### src/rtl/seg_pkg.sv
// Shared types and constants for the seven-segment display source path.
package seg_pkg;

  typedef enum logic {
    IDLE,
    SHOW
  } seg_state_t;

  localparam int unsigned SEG_DW = 20;
  localparam logic [SEG_DW-1:0] SEG_BLANK_VAL = 20'hFFFFF;

endpackage

### src/rtl/seg_src_sched_rr_pick.sv
// Combinational round-robin picker: first requester found after index `last`.
module seg_rr_pick #(
  parameter int unsigned N_SRC = 3,
  parameter int unsigned LW    = $clog2(N_SRC)
) (
  input  logic [N_SRC-1:0] req,
  input  logic [LW-1:0]    last,
  output logic [N_SRC-1:0] pick,
  output logic             found
);

  logic [LW-1:0] idx;

  always_comb begin
    pick  = '0;
    found = 1'b0;
    idx   = '0;
    for (int unsigned k = 0; k < N_SRC; k++) begin
      idx = LW'((32'(last) + 32'd1 + k) % N_SRC);
      if (!found && req[idx]) begin
        pick[idx] = 1'b1;
        found     = 1'b1;
      end
    end
  end

endmodule

### src/rtl/seg_src_sched.sv
// Round-robin time-multiplexing scheduler feeding seg_ctrl with a minimum dwell per grant.
// Optional alarm preemption by source 0 when SEG_SRC_SCHED_ALARM_PREEMPT_EN is defined.
module seg_src_sched
  import seg_pkg::*;
#(
  parameter int unsigned      N_SRC     = 3,
  parameter int unsigned      DW        = SEG_DW,
  parameter int unsigned      HOLD_CYC  = 50_000_000,
  parameter logic [DW-1:0]    BLANK_VAL = SEG_BLANK_VAL
) (
  input  logic                clk,
  input  logic                rst,
  input  logic [N_SRC-1:0]    req,
  input  logic [N_SRC*DW-1:0] src_data,
  output logic [DW-1:0]       dout,
  output logic                dout_vld,
  output logic [N_SRC-1:0]    grant
);

  localparam int unsigned LW = $clog2(N_SRC);
  localparam int unsigned CW = $clog2(HOLD_CYC);
  localparam logic [N_SRC-1:0] SRC0 = N_SRC'(1);

  seg_state_t       state, state_nxt;
  logic [CW-1:0]    cnt, cnt_nxt;
  logic [LW-1:0]    last, last_nxt;
  logic [N_SRC-1:0] grant_nxt;
  logic [DW-1:0]    data_nxt;

  logic [LW-1:0]    own_idx;
  logic [N_SRC-1:0] pick_req, pick;
  logic [LW-1:0]    pick_last;
  logic             found, owner_req, expired;
  logic             alarm_take, alarm_hold;

  always_comb begin
    own_idx = '0;
    for (int unsigned i = 0; i < N_SRC; i++)
      if (grant[i]) own_idx = LW'(i);
  end

  // While showing, the picker excludes the owner and searches from it, so one
  // instance serves idle arbitration, expiry rotation and drop-out handover.
  assign pick_req  = (state == SHOW) ? (req & ~grant) : req;
  assign pick_last = (state == SHOW) ? own_idx : last;

  seg_rr_pick #(
    .N_SRC (N_SRC),
    .LW    (LW)
  ) u_pick (
    .req   (pick_req),
    .last  (pick_last),
    .pick  (pick),
    .found (found)
  );

  assign owner_req = |(req & grant);
  assign expired   = (cnt == CW'(HOLD_CYC - 1));

`ifdef SEG_SRC_SCHED_ALARM_PREEMPT_EN
  assign alarm_take = req[0] & ~grant[0];
  assign alarm_hold = grant[0];
`else
  assign alarm_take = 1'b0;
  assign alarm_hold = 1'b0;
`endif

  always_comb begin
    state_nxt = state;
    grant_nxt = grant;
    cnt_nxt   = cnt;
    last_nxt  = last;
    case (state)
      IDLE: begin
        if (alarm_take) begin
          state_nxt = SHOW;
          grant_nxt = SRC0;
          cnt_nxt   = '0;
        end else if (found) begin
          state_nxt = SHOW;
          grant_nxt = pick;
          cnt_nxt   = '0;
        end
      end
      SHOW: begin
        if (alarm_take) begin
          grant_nxt = SRC0;
          cnt_nxt   = '0;
        end else if (!owner_req) begin
          if (found) begin
            grant_nxt = pick;
            last_nxt  = own_idx;
            cnt_nxt   = '0;
          end else begin
            state_nxt = IDLE;
            grant_nxt = '0;
            cnt_nxt   = '0;
          end
        end else if (expired) begin
          cnt_nxt = '0;
          if (found && !alarm_hold) begin
            grant_nxt = pick;
            last_nxt  = own_idx;
          end
        end else begin
          cnt_nxt = cnt + 1'b1;
        end
      end
      default: begin
        state_nxt = IDLE;
        grant_nxt = '0;
        cnt_nxt   = '0;
      end
    endcase
  end

  always_comb begin
    data_nxt = '0;
    for (int unsigned i = 0; i < N_SRC; i++)
      if (grant_nxt[i]) data_nxt = data_nxt | src_data[i*DW +: DW];
  end

  always_ff @(posedge clk or posedge rst) begin
    if (rst) begin
      state    <= IDLE;
      cnt      <= '0;
      last     <= LW'(N_SRC - 1);
      grant    <= '0;
      dout_vld <= 1'b0;
      dout     <= BLANK_VAL;
    end else begin
      state    <= state_nxt;
      cnt      <= cnt_nxt;
      last     <= last_nxt;
      grant    <= grant_nxt;
      dout_vld <= (state_nxt == SHOW);
      dout     <= (state_nxt == SHOW) ? data_nxt : BLANK_VAL;
    end
  end

endmodule
### config.mk
export PLATFORM = sky130hd
export DESIGN_NAME = seg_src_sched
export DESIGN_NICKNAME = d
export VERILOG_FILES = /design/src/rtl/seg_pkg.sv /design/src/rtl/seg_src_sched_rr_pick.sv /design/src/rtl/seg_src_sched.sv
export SDC_FILE = /design/constraint.sdc
export NUM_CORES = 1
export LEC_CHECK = 0
export CAP_MARGIN = 0
export CORE_MARGIN = 3
export CORE_UTILIZATION = 45
export CTS_CLUSTER_DIAMETER = 150
export CTS_CLUSTER_SIZE = 28
export DETAILED_ROUTE_END_ITERATION = 10
export GPL_TIMING_DRIVEN = 0
export HOLD_SLACK_MARGIN = 0.02
export PLACE_DENSITY = 0.77
export SYNTH_ARGS = -nofsm -noshare
export SYNTH_HDL_FRONTEND = slang
export SYNTH_SLANG_ARGS = --single-unit
### constraint.sdc
create_clock -name clk -period 2.55 [get_ports clk]
set_input_delay 0.51 -clock clk [delete_from_list [all_inputs] [get_ports clk]]
set_output_delay 0.51 -clock clk [all_outputs]
set_load 0.01 [all_outputs]
==> results of run 1 <==
[logic make-up after synthesis]
kind of cell / synth area share
adder cells (fa/ha/maj): 0.0176
XOR/XNOR: 0.0222
AO/OA/AOI/OAI: 0.320
multiplexers: 0.0148
flip-flops: 0.373
AND/OR/NAND/NOR: 0.170
buffers and inverters: 0.0817
[worst max-delay path by stage]
stage                           to  slack [ns]  cells after the start
final                     dout[19]       -0.25                     12
after global routing      dout[19]       -0.34                     12
after CTS                 dout[17]       -0.18                     12
after detailed placement    cnt[8]       -0.57                     11
after global placement    dout[17]       -0.50                     12
after floorplan            dout[0]       -0.09                     11
[stage by stage]
stage / total power [mW] / utilization / cells / cell area (sq um)
2_1_floorplan: 4.30 / - / 397 / 3720
3_3_place_gp: 5.44 / 0.635 / 584 / 4730
3_5_place_dp: 5.52 / 0.638 / 585 / 4750
4_1_cts: 7.57 / 0.724 / 612 / 5390
5_1_grt: 8.91 / 0.771 / 622 / 5740
6_report: 8.49 / 0.771 / 622 / 5740
[cell type report]
class	count	area, sq um
buffer	30	300
clock buffer	6	72.6
clock inverter	2	35.0
fill	482	1710
inverter	31	120
multi-input combinational	282	2490
sequential	52	1330
tap	99	124
timing repair buffer	120	1260
[repair_timing]
item	CTS	global route
setup buffers	15	10
pin swaps	10	19
cloned	6	2
endpoints found under the setup margin	52	52
gates resized for setup	93	80
[metal layers]
layer,vias to the layer above,GRT usage,share of wire
met3,26,0.0422,0.062
li1,1775,-,-
met5,-,0,0
met1,1960,0.347,0.41
met4,0,0.0865,0.018
met2,181,0.428,0.51
[tightest hold or removal path: cells and delay by family (launching register included)]
family / cells / cell delay [ns]
flops: 1 / 0.40
simple gates: 1 / 0.06
compound gates: 1 / 0.04
[report_power, final]
| part | switching [mW] | leakage [nW] | internal, mW |
|---|---|---|---|
| sequential | 0.117 | 0.642 | 1.21 |
| combinational | 3.40 | 1.63 | 3.18 |
| clock | 0.293 | 0.0552 | 0.292 |
| total | 3.81 | 2.32 | 4.68 |
[synthesized netlist by cell type (all sizes together), types with 2 or more instances]
master  instances  area, sq um
xnor2           4         35.0
and4            5         43.8
clkbuf         14         52.6
mux2            2         22.5
a21boi          4         37.5
and3           26          163
o21ai          36          191
o211ai         23          178
a21oi           5         25.0
nor4            4         25.0
a211oi          4         42.5
nor3            5         25.0
a221oi         20          188
o221ai         22          199
dfrtp          31          776
ha              5         62.6
a31oi           2         12.5
buf            18          121
inv            31          116
a22o            4         35.0
xor2            5         43.8
nand3          14         70.1
nor2           17         63.8
a21bo           3         30.0
and2            5         31.3
nand2          30          113
nand4           5         31.3
o31ai           7         52.6
a21o            4         30.0
a32oi           2         17.5
dfstp          21          552
o22ai           2         12.5
a31o            2         17.5
mux2i           3         30.0
[flip-flops by register name, indices dropped and copies added (netlist names)]
register  cells
state         1
dout         20
last          2
cnt          26
grant         3
==> key figures, run 1 <==
Power
  – Peak VDD IR: 0.913 mV
  – Pwr dens: 1480 mW/mm^2
  – P_leak: 2.32 nW

GRT
  – GR Util All Layers: 0.260
  – Pin count of the biggest net entering global routing: 42
  – Initial antenna violation count: 0
  – GRT overflow: 0
  – Vias in the first global route: 3825
  – First-pass GRT wire length: 18600 um

Cells and area
  – Commonest cells after routing, fill and taps aside: clkdlybuf4s50_1, dfrtp_1, and3_1, inv_1, o211ai_1
  – Final Net Count: 592
  – Area grow syn2layout: 61.5%
  – Layout cells sized above 1: 0.369
  – Leading cell type in the layout, fill and taps excluded: clkdlybuf4s50_1
  – Antenna Cells: 0

Yosys
  – Post-synth top flop: dfrtp_1
  – Post-synth EDFFs: 0
  – Synth Cell Area: 0.00355 sq mm
  – Yosys warns: 0
  – Distinct cells, synth: 56
  – Syn Inst Count: 397
  – Asr flop ratio synth: 1.00
  – Syn_nets: 467
  – Register area share after synthesis: 0.373
  – Synth Area per Inst: 8.95 sq um
  – #FFs+latches synth: 52

Critical path
  – Critical Path Max Stage Delay: 0.44 ns
  – Worst path cell trace: buf_8, and2_4, a21o_4, ha_4, nor2_4, a22o_1, a211oi_4, buf_12, o21ai_4, buf_6, a221oi_2, o221ai_1
  – Critical Path Fanout Max: 10
  – Critical Path Source: state
  – CP bufs+invs: 3
  – RR Startpoint: state
  – Worst EP required: 2.76 ns
  – Element type at the critical path end: flip-flop
  – Crit path DAT: 3.01 ns
  – CP Launch Type: flip-flop
  – Critical path type: reg -> reg
  – Worst reg2reg path depth: 12
  – Worst path slowest cell: dfrtp_2
  – Reg2reg end: dout[19]
  – CP delay by family, top: compound AO/OA/AOI/OAI gates
  – R2R setup slack: -0.25 ns

Clocking
  – CTS root buf: clkbuf_8
  – CTS tree: yes
  – TritonCTS buffer count: 5
  – H-tree Lvls: 2
  – CTS Hold Bufs: 0
  – Clock Sinks: 52
  – Max Buffers Root-to-Sink: 2
  – Skew-Pair Late Insertion Delay: 0.32 ns
  – Reg clk slew, reported paths: 0.10 ns

Drt
  – DR iter-0 viols: 289
  – First drt pass iteration count: 5
  – Post-DRT Antenna Nets: 0
  – Final wirelength: 12700 um
  – Vias/cell: 6.34
  – Post-route DRC: 0
  – Via count: 3942
  – WL per Instance: 20.4 um

Outcome
  – Failing checks: setup timing
  – Run status: finished, violations left

Min path
  – Hold EP: cnt[25]
  – Worst Hold Class: reg -> reg
  – HP Start: cnt[25]
  – WHS Path Cells: 2

STA
  – Rel. slew slack: 0.301
  – RSZ-0062 raised after global routing: yes
  – Crit share post-route: 1.10
  – Worst Skew: 0.0111 ns
  – Worst Slack Setup Final: -0.248 ns
  – Max-slew violation count: 0
  – Final hold slack: 0.531 ns
  – Setup TNS: -6.17 ns
  – Final setup violating endpoints: 48
  – Tmin final: 2.80 ns
  – Max Fclk: 357 MHz
  – Worst Tran Pin Value: 1.04 ns
  – Final Hold Vio Count: 0

Placed design
  – Dpl ws: -0.568 ns
  – Routability Congestion: 0.951
  – Post-DP HPWL: 7540 um
  – Port Buffers: 88

Die
  – Die area: 0.00900 sq mm
  – Initial Util: 0.477
  – Std-Cell Rows: 31
  – Die W: 94.9 um
  – Die Ht: 94.9 um
  – IO Count: 89
  – Core area: 0.00745 sq mm

Job
  – Max-Cap Viols: 0
(Power assumes the default switching activity.)
==> inputs of run 2 (changes only) <==
--- a/config.mk
+++ b/config.mk
@@ -5,15 +5,17 @@
 export SDC_FILE = /design/constraint.sdc
 export NUM_CORES = 1
 export LEC_CHECK = 0
+export ABC_AREA = 1
 export CAP_MARGIN = 0
 export CORE_MARGIN = 3
-export CORE_UTILIZATION = 45
+export CORE_UTILIZATION = 58
 export CTS_CLUSTER_DIAMETER = 150
 export CTS_CLUSTER_SIZE = 28
 export DETAILED_ROUTE_END_ITERATION = 10
+export DONT_BUFFER_PORTS = 1
 export GPL_TIMING_DRIVEN = 0
 export HOLD_SLACK_MARGIN = 0.02
-export PLACE_DENSITY = 0.77
+export PLACE_DENSITY = 0.76
 export SYNTH_ARGS = -nofsm -noshare
 export SYNTH_HDL_FRONTEND = slang
 export SYNTH_SLANG_ARGS = --single-unit
==> key figures, run 2 <==
Outcome
  – Run status: finished, violations left
  – Failing checks: setup timing

Cells and area
  – Finished Layout Cells: 529
  – Max FFs per register: 26
  – Commonest cells after routing, fill and taps aside: nand2_1, inv_1, nand2_2, dfrtp_1, nand3_1
  – Leading cell type in the layout, fill and taps excluded: nand2_1
  – Layout cells sized above 1: 0.307
  – Finished Core Util: 0.743
  – Final Net Count: 528
  – Antenna Cells: 0
  – Largest regs: cnt: 26 flops, dout: 20 flops, grant: 3 flops
  – Area grow syn2layout: 20.2%
  – Reg with most FFs: cnt

Die
  – Initial Util: 0.618
  – Die W: 80.7 um
  – IO Count: 89
  – Die area: 0.00651 sq mm
  – Die Ht: 80.7 um
  – Std-Cell Rows: 26
  – Core area: 0.00524 sq mm

GRT
  – First-pass GRT wire length: 12200 um
  – Grt met3 use: 0.0448
  – Routing usage on met2: 0.417
  – Vias in the first global route: 2767
  – GRT overflow: 0
  – Initial antenna violation count: 0
  – Pin count of the biggest net entering global routing: 36
  – GR Util All Layers: 0.235
  – Met1 Use GR: 0.291
  – Grt peak-use layer: met2

Drt
  – Post-route DRC: 0
  – Vias/cell: 5.57
  – WL per Instance: 15.4 um
  – DR iter-0 viols: 198
  – Post-DRT Antenna Nets: 0
  – Final wirelength: 8150 um
  – First drt pass iteration count: 5
  – Via count: 2946

Yosys
  – Register area share after synthesis: 0.410
  – Synth Cell Area: 0.00324 sq mm
  – Post-synth top flop: dfrtp_1
  – Syn Inst Count: 436
  – Cell taking the most area after synthesis: dfrtp_1
  – Syn_nets: 506
  – Asr flop ratio synth: 1.00
  – Synth Area per Inst: 7.42 sq um
  – Post-synth EDFFs: 0
  – Top-count cell post-synth: nand2_1
  – #FFs+latches synth: 52
  – Yosys warns: 0
  – Top area cells in the synthesized netlist: dfrtp_1, dfstp_2, nand2_1
  – Post-synth top cells: nand2_1, inv_1, dfrtp_1, a21oi_1, nand3_1
  – Distinct cells, synth: 30
  – Post-synth top area share: 0.240

Critical path
  – Worst reg2reg path depth: 18
  – CP Launch Type: flip-flop
  – R2R setup slack: -0.00007 ns
  – Critical Path Source: state
  – Reg2reg end: dout[19]
  – RR Startpoint: state
  – CP endpoint: dout[19]
  – CP delay by family, top: simple AND/OR/NAND/NOR gates
  – Crit path DAT: 2.79 ns
  – Levels on crit path: 18
  – Critical path type: reg -> reg
  – CP bufs+invs: 7
  – Worst EP required: 2.79 ns
  – Critical Path Max Stage Delay: 0.44 ns
  – Element type at the critical path end: flip-flop
  – Worst path cell trace: buf_6, nand2_4, inv_4, a21oi_4, inv_2, ha_4, inv_2, nand4_1, inv_2, a21oi_4, nand3_4, nand2_4, inv_4, nand2_2, nand2_4, buf_4, a21oi_1, nand2_1
  – Critical Path Fanout Max: 6
  – Worst path slowest cell: dfrtp_1

Job
  – Max-Cap Viols: 0

Placed design
  – Dpl cells: 507
  – Port Buffers: 0
  – Routability Congestion: 0.904
  – Post-DP HPWL: 5480 um
  – Dpl ws: -0.396 ns

STA
  – Worst Skew: 0.0135 ns
  – Final Hold Vio Count: 0
  – Max-slew violation count: 0
  – Worst Slack Setup Final: -0.0000742 ns
  – Final hold slack: 0.0606 ns
  – Crit share post-route: 1.00
  – Tmin final: 2.55 ns
  – Rel. slew slack: 0.653
  – RSZ-0062 raised after global routing: yes
  – Worst Tran Pin Value: 0.520 ns
  – Setup TNS: -0.0000742 ns
  – Max Fclk: 392 MHz
  – Final setup violating endpoints: 1

Clocking
  – Skew-Pair Late Insertion Delay: 0.30 ns
  – H-tree Lvls: 2
  – Clock Sinks: 52
  – CTS tree: yes
  – TritonCTS buffer count: 5
  – Reg clk slew, reported paths: 0.10 ns
  – CTS root buf: clkbuf_8
  – Max Buffers Root-to-Sink: 2

Min path
  – Worst Hold Class: in -> async

Power
  – Peak VDD IR: 1.33 mV
  – Pwr dens: 1490 mW/mm^2
  – P_leak: 1.78 nW
[run 2: where the power goes]
group          total (mW)  internal [mW]  switching (mW)
Combinational        3.86           1.65            2.22
Sequential           1.45           1.23           0.222
Clock               0.470          0.196           0.274
Total                5.79           3.07            2.72
[run 2: cell type report]
| class | instances | area (sq um) |
|---|---|---|
| clock inverter | 2 | 16.3 |
| clock buffer | 6 | 72.6 |
| tap | 70 | 87.6 |
| fill | 382 | 1350 |
| buffer | 13 | 139 |
| multi-input combinational | 305 | 1800 |
| inverter | 66 | 256 |
| timing repair buffer | 15 | 185 |
| sequential | 52 | 1330 |
[run 2: cells by family after synthesis]
group                    count (synthesis)  share of synthesized area
flip-flops                              52                      0.410
AND/OR/NAND/NOR                        223                      0.317
buffers and inverters                   79                      0.109
XOR/XNOR                                13                     0.0352
adder cells (fa/ha/maj)                  5                     0.0193
AO/OA/AOI/OAI                           64                      0.110
[run 2: how the worst min path moves through the flow]
stage | to | cells past startpoint
3_3_place_gp | last[1] | 2
5_1_grt | grant[1] | 1
2_1_floorplan | last[1] | 2
6_report | cnt[1] | 1
4_1_cts | cnt[4] | 1
3_5_place_dp | cnt[4] | 1
[run 2: what timing repair did]
item / in CTS / in global routing
hold buffers: 0 / 0
gates cloned: 0 / 5
setup endpoints to repair: 51 / 43
setup buffers: 4 / 5
resized for setup: 16 / 73
pin swaps: 4 / 23
[run 2: stage by stage]
stage                     power (mW)  instance area, sq um
final                           5.79                  3890
after global routing            6.22                  3890
after CTS                       4.67                  3520
after detailed placement        4.06                  3340
after global placement          3.96                  3320
after floorplan                 3.55                  3240
[run 2: metal layers]
metal / vias to the layer above / routed length, um
li1: 1428 / -
met1: 1396 / 3180
met2: 111 / 4390
met3: 11 / 464
met4: 0 / 110
met5: - / 0
==> inputs of run 3 (changes only) <==
--- a/config.mk
+++ b/config.mk
@@ -7,8 +7,7 @@
 export LEC_CHECK = 0
 export ABC_AREA = 1
 export CAP_MARGIN = 0
-export CORE_MARGIN = 3
-export CORE_UTILIZATION = 58
+export CORE_UTILIZATION = 60
 export CTS_CLUSTER_DIAMETER = 150
 export CTS_CLUSTER_SIZE = 28
 export DETAILED_ROUTE_END_ITERATION = 10
==> constraint.sdc (replaced) <==
create_clock -name clk -period 3.1 [get_ports clk]
set_input_delay 0.62 -clock clk [delete_from_list [all_inputs] [get_ports clk]]
set_output_delay 0.62 -clock clk [all_outputs]
set_load 0.01 [all_outputs]
==> key figures, run 3 (synthesis gave the netlist of run 2 again) <==
STA
  – Max-slew violation count: 0
  – Setup TNS: 0 ns
  – Max Fclk: 355 MHz
  – Rel. slew slack: 0.654
  – Crit share post-route: 0.908
  – Final Hold Vio Count: 0
  – Worst Skew: 0.00967 ns
  – Tmin final: 2.82 ns
  – RSZ-0062 raised after global routing: no
  – Final setup violating endpoints: 0
  – Worst Tran Pin Value: 0.515 ns

Die
  – Die area: 0.00569 sq mm
  – Die W: 75.5 um
  – IO Count: 89
  – Initial Util: 0.630
  – Die Ht: 75.5 um
  – Std-Cell Rows: 26
  – Core area: 0.00514 sq mm

Drt
  – First drt pass iteration count: 5
  – DR iter-0 viols: 173
  – Vias/cell: 5.43
  – Via count: 2794
  – Post-DRT Antenna Nets: 0
  – Final wirelength: 7120 um
  – Post-route DRC: 0
  – WL per Instance: 13.8 um

Clocking
  – Max Buffers Root-to-Sink: 2
  – Skew-Pair Late Insertion Delay: 0.32 ns
  – CTS Hold Bufs: 0
  – CTS tree: yes
  – H-tree Lvls: 2
  – Reg clk slew, reported paths: 0.11 ns
  – Post-CTS setup buffer count: 0
  – TritonCTS buffer count: 5
  – Post-CTS Resized: 0
  – Clock Sinks: 52
  – CTS root buf: clkbuf_8

Critical path
  – Worst path cell trace: buf_4, nand2_2, inv_1, a21oi_2, inv_1, ha_2, inv_1, nand4_1, inv_1, a21oi_4, nand3_2, inv_1, nand2_2, buf_2, o32ai_1
  – CP Launch Type: flip-flop
  – CP delay by family, top: buffers and inverters
  – CP most frequent cell: inv_1
  – Critical Path Max Stage Delay: 0.43 ns
  – Critical path type: reg -> reg
  – Crit path DAT: 3.02 ns
  – Worst path slowest cell: dfrtp_1
  – RR Startpoint: state
  – CP bufs+invs: 7
  – Critical Path Source: state
  – Worst EP required: 3.31 ns
  – Element type at the critical path end: flip-flop
  – Critical Path Fanout Max: 10

Power
  – Register share of total power: 0.315
  – Pwr dens: 1090 mW/mm^2
  – Comb pwr share: 0.574
  – P_leak: 1.62 nW
  – Pint: 1.97 mW
  – Peak VDD IR: 0.869 mV
  – P_sw: 1.78 mW
  – Design Power: 3.75 mW
  – Sw Share: 0.474
  – Clock power share: 0.111

Cells and area
  – Area grow syn2layout: 6.46%
  – Largest regs: cnt: 26 flops, dout: 20 flops, grant: 3 flops
  – Leading cell type in the layout, fill and taps excluded: nand2_1
  – Layout cells sized above 1: 0.182
  – Max FFs per register: 26
  – Multi-input logic area: 0.00156 sq mm
  – Reg with most FFs: cnt
  – Filler cells: 455
  – Antenna Cells: 0
  – Flip-flop and latch area: 0.00133 sq mm
  – Final Net Count: 514
  – Commonest cells after routing, fill and taps aside: nand2_1, inv_1, dfrtp_1, nand3_1, a21oi_1

Placed design
  – Post-DP HPWL: 5380 um
  – Routability Congestion: 0.890
  – Port Buffers: 0

GRT
  – Initial antenna violation count: 0
  – Vias in the first global route: 2544
  – GR Util All Layers: 0.267
  – GRT overflow: 0
  – First-pass GRT wire length: 11400 um
  – Pin count of the biggest net entering global routing: 32

Job
  – Max-Cap Viols: 0

Min path
  – Worst Hold Class: in -> async

Outcome
  – Run status: completed
[run 3: final timing paths]
path                             to  slack [ns]  depth (start not counted)
hold reg to reg              cnt[0]        0.51                          1
hold / removal              cnt[14]        0.21                          1
max in group asynchronous  dout[16]        2.29                          2
setup reg to reg             cnt[8]        0.28                         15
setup / recovery             cnt[8]        0.28                         15
min in group clk           dout[13]        0.43                          2
[run 3: worst reg2reg max path: stages, from the launching register on]
cell     delay, ns
dfrtp_1       0.43
buf_4         0.18
nand2_2       0.09
inv_1         0.06
a21oi_2       0.15
inv_1         0.08
ha_2          0.39
inv_1         0.09
nand4_1       0.13
inv_1         0.10
a21oi_4       0.17
nand3_2       0.15
inv_1         0.13
nand2_2       0.16
buf_2         0.25
o32ai_1       0.17
[run 3: per-layer routing]
metal,track usage,vias to the layer above,routed length [um]
met5,0,-,0
met3,0.0661,8,497
met1,0.346,1287,3190
met4,0.0720,0,87
li1,-,1391,-
met2,0.447,108,3350
[run 3: final cells by class]
| type | instances | area share |
|---|---|---|
| clock inverters | 2 | 0.00508 |
| plain buffers | 13 | 0.0305 |
| inverters | 66 | 0.0730 |
| repair buffers | 1 | 0.00581 |
| clock buffers | 6 | 0.0211 |
| well taps | 70 | 0.0254 |
| flip-flops and latches | 52 | 0.385 |
| multi-input cells | 305 | 0.454 |
[run 3: power by group through the flow]
stage / Clock [mW] / Sequential (mW) / Combinational (mW)
finish: 0.415 / 1.18 / 2.15
detailed placement: 0 / 1.19 / 2.16
global route: 0.434 / 1.20 / 2.46
CTS: 0.411 / 1.19 / 2.15
floorplan: 0 / 1.16 / 1.77
global placement: 0 / 1.20 / 2.08
[run 3: per-stage QoR]
stage	worst slack, ns	util	hold slack [ns]	instance area (sq um)	std cells
floorplan	0.601	-	0.468	3240	436
global route	0.0365	0.670	0.240	3450	515
finish	0.285	0.670	0.207	3450	515
detailed placement	0.173	0.651	0.490	3340	507
global placement	0.183	0.647	0.476	3320	506
CTS	0.132	0.668	0.222	3430	515
